File: src/rtl/cdb_arbiter.sv
// rtl/cdb_arbiter.sv - per-unit completion FIFOs drained round-robin onto a registered CDB
module cdb_arbiter #(
    parameter int TAG_W  = 5,
    parameter int DATA_W = 32,
    parameter int DEPTH  = 2
) (
    input  logic              clk_i,
    input  logic              reset_i,
    input  logic              flush_i,
    input  logic              alu_done_i,
    input  logic [TAG_W-1:0]  alu_tag_i,
    input  logic [DATA_W-1:0] alu_data_i,
    output logic              alu_ready_o,
    input  logic              mul_done_i,
    input  logic [TAG_W-1:0]  mul_tag_i,
    input  logic [DATA_W-1:0] mul_data_i,
    output logic              mul_ready_o,
    input  logic              lsu_done_i,
    input  logic [TAG_W-1:0]  lsu_tag_i,
    input  logic [DATA_W-1:0] lsu_data_i,
    output logic              lsu_ready_o,
    output logic              cdb_en_o,
    output logic [TAG_W-1:0]  cdb_tag_o,
    output logic [DATA_W-1:0] cdb_data_o,
    output logic [1:0]        cdb_src_o
);

    localparam int PTR_W = $clog2(DEPTH);
    localparam int CNT_W = $clog2(DEPTH + 1);
    localparam logic [CNT_W-1:0] FULL_CNT = CNT_W'(DEPTH);

    logic [TAG_W-1:0]  tag_mem  [3][DEPTH];
    logic [DATA_W-1:0] data_mem [3][DEPTH];
    logic [PTR_W-1:0]  wr_ptr   [3];
    logic [PTR_W-1:0]  rd_ptr   [3];
    logic [CNT_W-1:0]  count    [3];

    logic [2:0]        in_done;
    logic [TAG_W-1:0]  in_tag   [3];
    logic [DATA_W-1:0] in_data  [3];

    logic [2:0] ready;
    logic [2:0] req;
    logic [2:0] push;
    logic [2:0] pop;
    logic [1:0] rr;
    logic [1:0] gnt_idx;
    logic       gnt_valid;
    logic [2:0] cand;

    assign in_done = {lsu_done_i, mul_done_i, alu_done_i};
    assign in_tag[0]  = alu_tag_i;
    assign in_tag[1]  = mul_tag_i;
    assign in_tag[2]  = lsu_tag_i;
    assign in_data[0] = alu_data_i;
    assign in_data[1] = mul_data_i;
    assign in_data[2] = lsu_data_i;

    // Ready looks only at the registered count; a same-cycle pop earns no credit.
    always_comb begin
        ready = '0;
        req   = '0;
        push  = '0;
        for (int k = 0; k < 3; k++) begin
            ready[k] = (count[k] < FULL_CNT);
            req[k]   = (count[k] != '0);
            push[k]  = in_done[k] & ready[k] & ~flush_i;
        end
    end

    assign alu_ready_o = ready[0];
    assign mul_ready_o = ready[1];
    assign lsu_ready_o = ready[2];

    // Search order starts at rr and wraps modulo 3.
    always_comb begin
        gnt_valid = 1'b0;
        gnt_idx   = 2'd0;
        cand      = 3'd0;
        for (int i = 0; i < 3; i++) begin
            cand = {1'b0, rr} + 3'(i);
            if (cand >= 3'd3) begin
                cand = cand - 3'd3;
            end
            if (!gnt_valid && req[cand[1:0]]) begin
                gnt_valid = 1'b1;
                gnt_idx   = cand[1:0];
            end
        end
    end

    always_comb begin
        pop = '0;
        if (gnt_valid && !flush_i) begin
            pop[gnt_idx] = 1'b1;
        end
    end

    always_ff @(posedge clk_i) begin
        for (int k = 0; k < 3; k++) begin
            if (push[k]) begin
                tag_mem[k][wr_ptr[k]]  <= in_tag[k];
                data_mem[k][wr_ptr[k]] <= in_data[k];
            end
        end
    end

    always_ff @(posedge clk_i or negedge reset_i) begin
        if (!reset_i) begin
            for (int k = 0; k < 3; k++) begin
                wr_ptr[k] <= '0;
                rd_ptr[k] <= '0;
                count[k]  <= '0;
            end
        end else if (flush_i) begin
            for (int k = 0; k < 3; k++) begin
                wr_ptr[k] <= '0;
                rd_ptr[k] <= '0;
                count[k]  <= '0;
            end
        end else begin
            for (int k = 0; k < 3; k++) begin
                if (push[k]) begin
                    wr_ptr[k] <= wr_ptr[k] + PTR_W'(1);
                end
                if (pop[k]) begin
                    rd_ptr[k] <= rd_ptr[k] + PTR_W'(1);
                end
                if (push[k] && !pop[k]) begin
                    count[k] <= count[k] + CNT_W'(1);
                end else if (pop[k] && !push[k]) begin
                    count[k] <= count[k] - CNT_W'(1);
                end
            end
        end
    end

    always_ff @(posedge clk_i or negedge reset_i) begin
        if (!reset_i) begin
            rr         <= 2'd0;
            cdb_en_o   <= 1'b0;
            cdb_tag_o  <= '0;
            cdb_data_o <= '0;
            cdb_src_o  <= 2'd0;
        end else begin
            cdb_en_o <= gnt_valid & ~flush_i;
            if (gnt_valid && !flush_i) begin
                rr         <= (gnt_idx == 2'd2) ? 2'd0 : gnt_idx + 2'd1;
                cdb_tag_o  <= tag_mem[gnt_idx][rd_ptr[gnt_idx]];
                cdb_data_o <= data_mem[gnt_idx][rd_ptr[gnt_idx]];
                cdb_src_o  <= gnt_idx;
            end
        end
    end

endmodule

File: config.mk
export PLATFORM = sky130hd
export DESIGN_NAME = cdb_arbiter
export DESIGN_NICKNAME = d
export VERILOG_FILES = /design/src/rtl/cdb_arbiter.sv
export SDC_FILE = /design/constraint.sdc
export NUM_CORES = 1
export LEC_CHECK = 0
export CORE_MARGIN = 2
export CORE_UTILIZATION = 49
export CTS_CLUSTER_DIAMETER = 150
export DETAILED_ROUTE_END_ITERATION = 8
export GPL_TIMING_DRIVEN = 0
export PLACE_DENSITY = 0.82
export SYNTH_ARGS = -nofsm -noshare
export SYNTH_HDL_FRONTEND = slang
export SYNTH_SLANG_ARGS = --single-unit
File: constraint.sdc
create_clock -name clk_i -period 3.82 [get_ports clk_i]
set_input_delay 1.146 -clock clk_i [delete_from_list [all_inputs] [get_ports clk_i]]
set_output_delay 1.146 -clock clk_i [all_outputs]
set_load 0.02 [all_outputs]
==> results of run 1 <==
## worst max-delay path, delay by kind of cell (launching register included)
kind	cells	cell delay [ps]
buf+inv	4	1440
simple gates	1	300
fa+ha+maj	1	330
compound gates	4	750
flops	1	410
## sequential cells by signal, summed over array words and instances (netlist names)
register,count
tag_mem,30
cdb_data_o,32
cdb_en_o,1
cdb_src_o,2
rd_ptr,3
rr,2
wr_ptr,3
count,6
data_mem,192
cdb_tag_o,5
## final timing paths
check / cells after the start / endpoint / startpoint / slack [ps]
max reg2reg: 10 / cdb_data_o[18]$_DFFE_PN0N_ / rr[1]$_DFFE_PN0N_ / 520
min reg2reg: 2 / cdb_src_o[1]$_DFFE_PN0N_ / cdb_src_o[1]$_DFFE_PN0N_ / 480
min in group asynchronous: 1 / cdb_data_o[25]$_DFFE_PN0N_ / reset_i / 650
min: 2 / cdb_src_o[1]$_DFFE_PN0N_ / cdb_src_o[1]$_DFFE_PN0N_ / 480
max in group asynchronous: 2 / cdb_data_o[5]$_DFFE_PN0N_ / reset_i / 2560
max: 10 / cdb_data_o[18]$_DFFE_PN0N_ / rr[1]$_DFFE_PN0N_ / 520
## cell families after synthesis
| logic type | count (synthesis) | synth area share |
|---|---|---|
| DFF | 276 | 0.727 |
| AOI/OAI and AO/OA | 140 | 0.113 |
| xor gates and xnor gates | 10 | 0.00794 |
| adders and majority gates | 3 | 0.00340 |
| muxes | 79 | 0.0718 |
| and+or+nand+nor | 118 | 0.0478 |
| buffers and inverters | 56 | 0.0293 |
## cell type report
cell class	instances	area [sq um]
Sequential cell	276	8020
Fill cell	1525	7780
Multi-Input combinational cell	350	2730
Timing Repair Buffer	174	1830
Clock buffer	38	777
Tap cell	280	350
Buffer	48	293
Clock inverter	12	148
Inverter	8	30.0
## cells in the mapped netlist, drive strengths merged
library cell and number:
ha 3, nor3 5, nand3 2, a211oi 1, edfxtp 222, a2111oi 37, o21ba 1, a31o 1
a21oi 46, nand2b 3, mux2 1, o41a 1, nand2 6, or2 1, o21a 1, or3b 2
nor2b 2, nor2 85, o21bai 2, and3b 2, o221ai 1, nand3b 2, nand4b 1, a21o 1
nor3b 6, o21ai 9, and2 1, o22ai 2, clkbuf 25, mux2i 78, xor2 2, dfrtp 54
a221o 37, xnor2 8, buf 23, inv 8
## per-stage QoR
stage	setup slack [ps]	hold WS [ps]	cell area [sq um]
6_report	523	484	14200
5_1_grt	312	537	14200
2_1_floorplan	-851	461	11000
4_1_cts	499	491	14200
3_3_place_gp	-3830	462	13000
3_5_place_dp	91.5	477	13300
## layer usage
metal	up-vias	share of wire
met5	-	0.00090
met4	4	0.017
met3	46	0.078
met2	341	0.49
met1	3521	0.41
li1	3075	-
## power groups by stage
stage          logic, mW  clock network, mW  registers (mW)
3_5_place_dp        5.17                  0            4.12
6_report            5.19               2.72            4.08
5_1_grt             5.56               2.88            4.12
2_1_floorplan       3.15                  0            4.29
4_1_cts             5.20               2.76            4.07
3_3_place_gp        4.91                  0            4.14
==> impl_metrics.env, run 1 <==
export IMPL_cts_hold_fix_buffers=0
export IMPL_wl_microns=27700
export IMPL_gp_congestion=0.803
export IMPL_crit_path_max_fanout=10
export IMPL_clk_latency_ps=530
export IMPL_grt_ovfl_total=0
export IMPL_cts_max_level=1
export IMPL_die_area_sq_um=23700
export IMPL_worst_ep_arrival_time_ps=3750
export IMPL_grt_pass1_vias=7483
export IMPL_post_route_min_period_ps=3300
export IMPL_post_synth_num_cell_types=43
export IMPL_slowest_stage="clkbuf_1"
export IMPL_postSynthAreaPerCell_sq_um=16.2
export IMPL_synthToLayoutAreaGrowth_pct=28.5
export IMPL_drt_pass1_iterations=5
export IMPL_fmax_mhz=303
export IMPL_dpl_hpwl_microns=18700
export IMPL_final_cell_mix="222 x edfxtp_1, 158 x clkdlybuf4s50_1, 84 x nor2_1"
export IMPL_p_comb_frac=0.433
export IMPL_crit_top_cell="clkbuf_1"
export IMPL_cts_made_buffers=27
export IMPL_power_internal_mw=7.53
export IMPL_synth_top_cells_by_area="edfxtp_1 60%, dfrtp_1 12%, mux2i_1 7.1%"
export IMPL_relSlewSlack=0.383
export IMPL_power_total_mw=12.0
export IMPL_use_met2=0.393
export IMPL_drv_cap=0
export IMPL_netSwitchingPower_mw=4.46
export IMPL_path_clk_slew_ps=60
export IMPL_grt_pass1_wl_microns=42300
export IMPL_fin_tns_setup_ps=0
export IMPL_crit_required_ps=4280
export IMPL_syn_inst=682
export IMPL_grt_use_met3=0.0457
export IMPL_wl_per_cell_microns=23.4
export IMPL_finalSetupViolCount=0
export IMPL_pwr_density_cell_nw_per_um2=846
export IMPL_start_util=0.502
export IMPL_layout_cells_non_filler=1186
export IMPL_dieWidth_microns=154
export IMPL_cp_start_kind="flip-flop"
export IMPL_syn_nets=802
export IMPL_antenna_found_initial=2
export IMPL_path_cells="inv_1 -> ha_1 -> o21bai_1 -> a21oi_1 -> nor3_1 -> a21o_1 -> clkbuf_1 -> clkbuf_1 -> clkbuf_1 -> a221o_1"
export IMPL_switching_share=0.372
export IMPL_hold_viol_final=0
export IMPL_cts_resized=0
export IMPL_cts_root_buf="clkbuf_16"
export IMPL_syn_area_sq_um=11000
export IMPL_ios=160
export IMPL_p_leak_nw=5.32
export IMPL_post_cts_buffers=0
export IMPL_post_route_period_util=0.863
export IMPL_grtUsageTotal=0.234
export IMPL_layout_drive_gt1_share=0.135
export IMPL_hp_class="reg2reg"
export IMPL_drv_slew=0
export IMPL_die_h_microns=154
export IMPL_portBuffers=159
export IMPL_status="completed"
export IMPL_synth_seq_cells=276
export IMPL_grt_max_degree=32
export IMPL_vias=6987
export IMPL_place_inst=1136
export IMPL_vdd_ir_drop_max_mv=0.539
export IMPL_yosysWarnings=0
export IMPL_core_area_sq_um=22000
export IMPL_drt_iter0_markers=531
export IMPL_cts_buffer_depth=3
export IMPL_via_per_inst=5.89
export IMPL_n_antenna_cell=0
export IMPL_final_common_cell="edfxtp_1"
export IMPL_rows=54
export IMPL_max_stage_delay_ps=530
export IMPL_clock_skew_ps=10.6
export IMPL_synth_top_area_share=0.604
export IMPL_cts_tree="built"
export IMPL_clock_sinks=276
export IMPL_postLayoutCoreUtil=0.646
export IMPL_p_seq_frac=0.340
export IMPL_ys_seq_area_frac=0.727
export IMPL_rsz0062_at_grt="no"
export IMPL_nets=1005
export IMPL_critPathKind="reg2reg"
export IMPL_busiest_layer="met2"
export IMPL_ant_nets=0
export IMPL_use_met1=0.314
export IMPL_clockPowerShare=0.227
export IMPL_endpoint_kind="flip-flop"
export IMPL_drc_errors=0
export IMPL_yosysTopAreaCell="edfxtp_1"
export IMPL_worst_pin_slew_ps=925
Power figures use the tool's default switching activity.
==> run 2: changes to the inputs <==
--- a/config.mk
+++ b/config.mk
@@ -11,6 +11,7 @@
 export DETAILED_ROUTE_END_ITERATION = 8
 export GPL_TIMING_DRIVEN = 0
 export PLACE_DENSITY = 0.82
+export SKIP_LAST_GASP = 1
 export SYNTH_ARGS = -nofsm -noshare
 export SYNTH_HDL_FRONTEND = slang
 export SYNTH_SLANG_ARGS = --single-unit
==> results of run 2 <==
Same layout as run 1: the final DEF is identical, and so are final timing and power.
==> run 3: changes to the inputs <==
--- a/config.mk
+++ b/config.mk
@@ -9,8 +9,7 @@
 export CORE_UTILIZATION = 49
 export CTS_CLUSTER_DIAMETER = 150
 export DETAILED_ROUTE_END_ITERATION = 8
-export GPL_TIMING_DRIVEN = 0
-export PLACE_DENSITY = 0.82
+export PLACE_DENSITY = 0.76
 export SKIP_LAST_GASP = 1
 export SYNTH_ARGS = -nofsm -noshare
 export SYNTH_HDL_FRONTEND = slang
==> run 3 against run 2 <==
Against the previous run:
- final area fell by 2.4%
- flip-flop and latch count did not move
- combinational power fell by 12%
- critical endpoint is now cdb_data_o[21]$_DFFE_PN0N_
==> impl_metrics.env, run 3 (synthesis gave the netlist of run 1 again) <==
export IMPL_place_inst=1090
export IMPL_status="completed"
export IMPL_pwr_density_cell_nw_per_um2=816
export IMPL_reg2reg_slack_ps=650
export IMPL_hold_viol_final=0
export IMPL_hold_start="cdb_src_o[0]$_DFFE_PN0N_"
export IMPL_grt_ovfl_total=0
export IMPL_dpl_hpwl_microns=14800
export IMPL_n_antenna_cell=0
export IMPL_clock_sinks=276
export IMPL_path_clk_slew_ps=60
export IMPL_core_area_sq_um=22000
export IMPL_relSlewSlack=0.334
export IMPL_cts_root_buf="clkbuf_16"
export IMPL_worst_ep_arrival_time_ps=3620
export IMPL_netSwitchingPower_mw=3.96
export IMPL_path_cells="inv_1 -> ha_1 -> o21ai_1 -> a21oi_1 -> o41a_2 -> mux2i_1 -> mux2i_4 -> and2_2 -> a221o_1"
export IMPL_antenna_found_initial=0
export IMPL_layout_drive_gt1_share=0.124
export IMPL_drt_pass1_iterations=4
export IMPL_clock_skew_ps=21.4
export IMPL_drc_errors=0
export IMPL_via_per_inst=5.70
export IMPL_p_comb_frac=0.405
export IMPL_grt_pass1_vias=6574
export IMPL_clockPowerShare=0.234
export IMPL_ios=160
export IMPL_endpoint_kind="flip-flop"
export IMPL_die_h_microns=154
export IMPL_worstReg2RegEnd="cdb_data_o[21]$_DFFE_PN0N_"
export IMPL_wl_per_cell_microns=21.0
export IMPL_clk_latency_ps=540
export IMPL_final_common_cell="edfxtp_1"
export IMPL_drv_cap=0
export IMPL_cp_buffers_inverters=1
export IMPL_rr_startpoint="rr[0]$_DFFE_PN0N_"
export IMPL_crit_end="cdb_data_o[21]$_DFFE_PN0N_"
export IMPL_cts_made_buffers=27
export IMPL_cts_max_level=1
export IMPL_crit_required_ps=4270
export IMPL_cp_start_kind="flip-flop"
export IMPL_cts_resized=0
export IMPL_gp_congestion=0.812
export IMPL_crit_path_max_fanout=37
export IMPL_ant_nets=0
export IMPL_cts_hold_fix_buffers=0
export IMPL_post_cts_buffers=0
export IMPL_vias=6500
export IMPL_drv_slew=0
export IMPL_fmax_mhz=316
export IMPL_cts_buffer_depth=3
export IMPL_grt_pass1_wl_microns=36800
export IMPL_critPathTopFamily="compound AO/OA/AOI/OAI gates"
export IMPL_worst_pin_slew_ps=999
export IMPL_layout_cells_non_filler=1140
export IMPL_grt_max_degree=112
export IMPL_post_route_period_util=0.830
export IMPL_largest_reg_flops=192
export IMPL_dieWidth_microns=154
export IMPL_wl_microns=24000
export IMPL_power_total_mw=11.3
export IMPL_grtUsageTotal=0.201
export IMPL_final_cell_mix="222 x edfxtp_1, 158 x clkdlybuf4s50_1, 84 x nor2_1"
export IMPL_hp_class="reg2reg"
export IMPL_switching_share=0.351
export IMPL_nets=959
export IMPL_vdd_ir_drop_max_mv=0.776
export IMPL_start_util=0.502
export IMPL_power_internal_mw=7.33
export IMPL_p_leak_nw=5.16
export IMPL_die_area_sq_um=23700
export IMPL_slowest_stage="and2_2"
export IMPL_path_depth=9
export IMPL_rsz0062_at_grt="no"
export IMPL_drt_iter0_markers=478
export IMPL_post_route_min_period_ps=3170
export IMPL_max_stage_delay_ps=850
export IMPL_p_seq_frac=0.360
export IMPL_reg2regPathDepth=9
export IMPL_critPathKind="reg2reg"
export IMPL_portBuffers=159
export IMPL_finalSetupViolCount=0
export IMPL_cp_startpoint="rr[0]$_DFFE_PN0N_"
export IMPL_cts_tree="built"
export IMPL_rows=54
export IMPL_synthToLayoutAreaGrowth_pct=25.5
run 3: changes by cell type in the layout (fill, tap and decap cells not counted), sizes merged:
cell,before,now
buf,39,18
bufinv,3,2
clkbuf,63,41
clkinv,6,5
clkinvlp,2,1
run 3: area by class of cell:
type                            instances  area, sq um
Fill cell                            1546         8120
Timing Repair Buffer                  176         1780
Sequential cell                       276         8020
Inverter                                8         30.0
Tap cell                              280          350
Multi-Input combinational cell        350         2750
Clock inverter                          9          101
Clock buffer                           41          808
run 3: metal layers:
layer  part of all wire  up-vias  global-route usage
met5                  0        -                   0
li1                   -     2985                   -
met2               0.47      257               0.324
met1               0.43     3218               0.283
met3              0.079       40              0.0420
met4              0.021        0              0.0490
run 3: power groups by stage:
stage               Clock, mW  Sequential (mW)  Combinational, mW
finish                   2.65             4.07               4.58
global placement            0             4.12               4.46
global route             2.81             4.12               4.94
CTS                      2.70             4.07               4.60
detailed placement          0             4.12               4.59
floorplan                   0             4.29               3.15
run 3: stage by stage:
stage | setup TNS (ps) | util | hold slack (ps) | area, sq um | worst slack [ps]
finish | 0 | 0.630 | 488 | 13800 | 651
floorplan | -62960 | - | 461 | 11000 | -851
detailed placement | 0 | 0.589 | 480 | 12900 | 517
global placement | 0 | 0.589 | 462 | 12900 | 590
CTS | 0 | 0.630 | 493 | 13800 | 652
global route | 0 | 0.630 | 523 | 13800 | 460
run 3: how the worst min path moves through the flow:
stage,to,slack [ps],cells after the start
finish,cdb_src_o[0]$_DFFE_PN0N_,490,2
global route,cdb_src_o[0]$_DFFE_PN0N_,520,2
CTS,cdb_src_o[0]$_DFFE_PN0N_,490,2
detailed placement,cdb_src_o[0]$_DFFE_PN0N_,480,2
global placement,cdb_src_o[0]$_DFFE_PN0N_,460,2
floorplan,rd_ptr[0]$_DFFE_PN0P_,460,1
run 3: worst min-delay path: cells and delay by family, from the launching register on:
kind,cells,cell delay (ps)
DFF,1,350
and+or+nand+nor,2,110
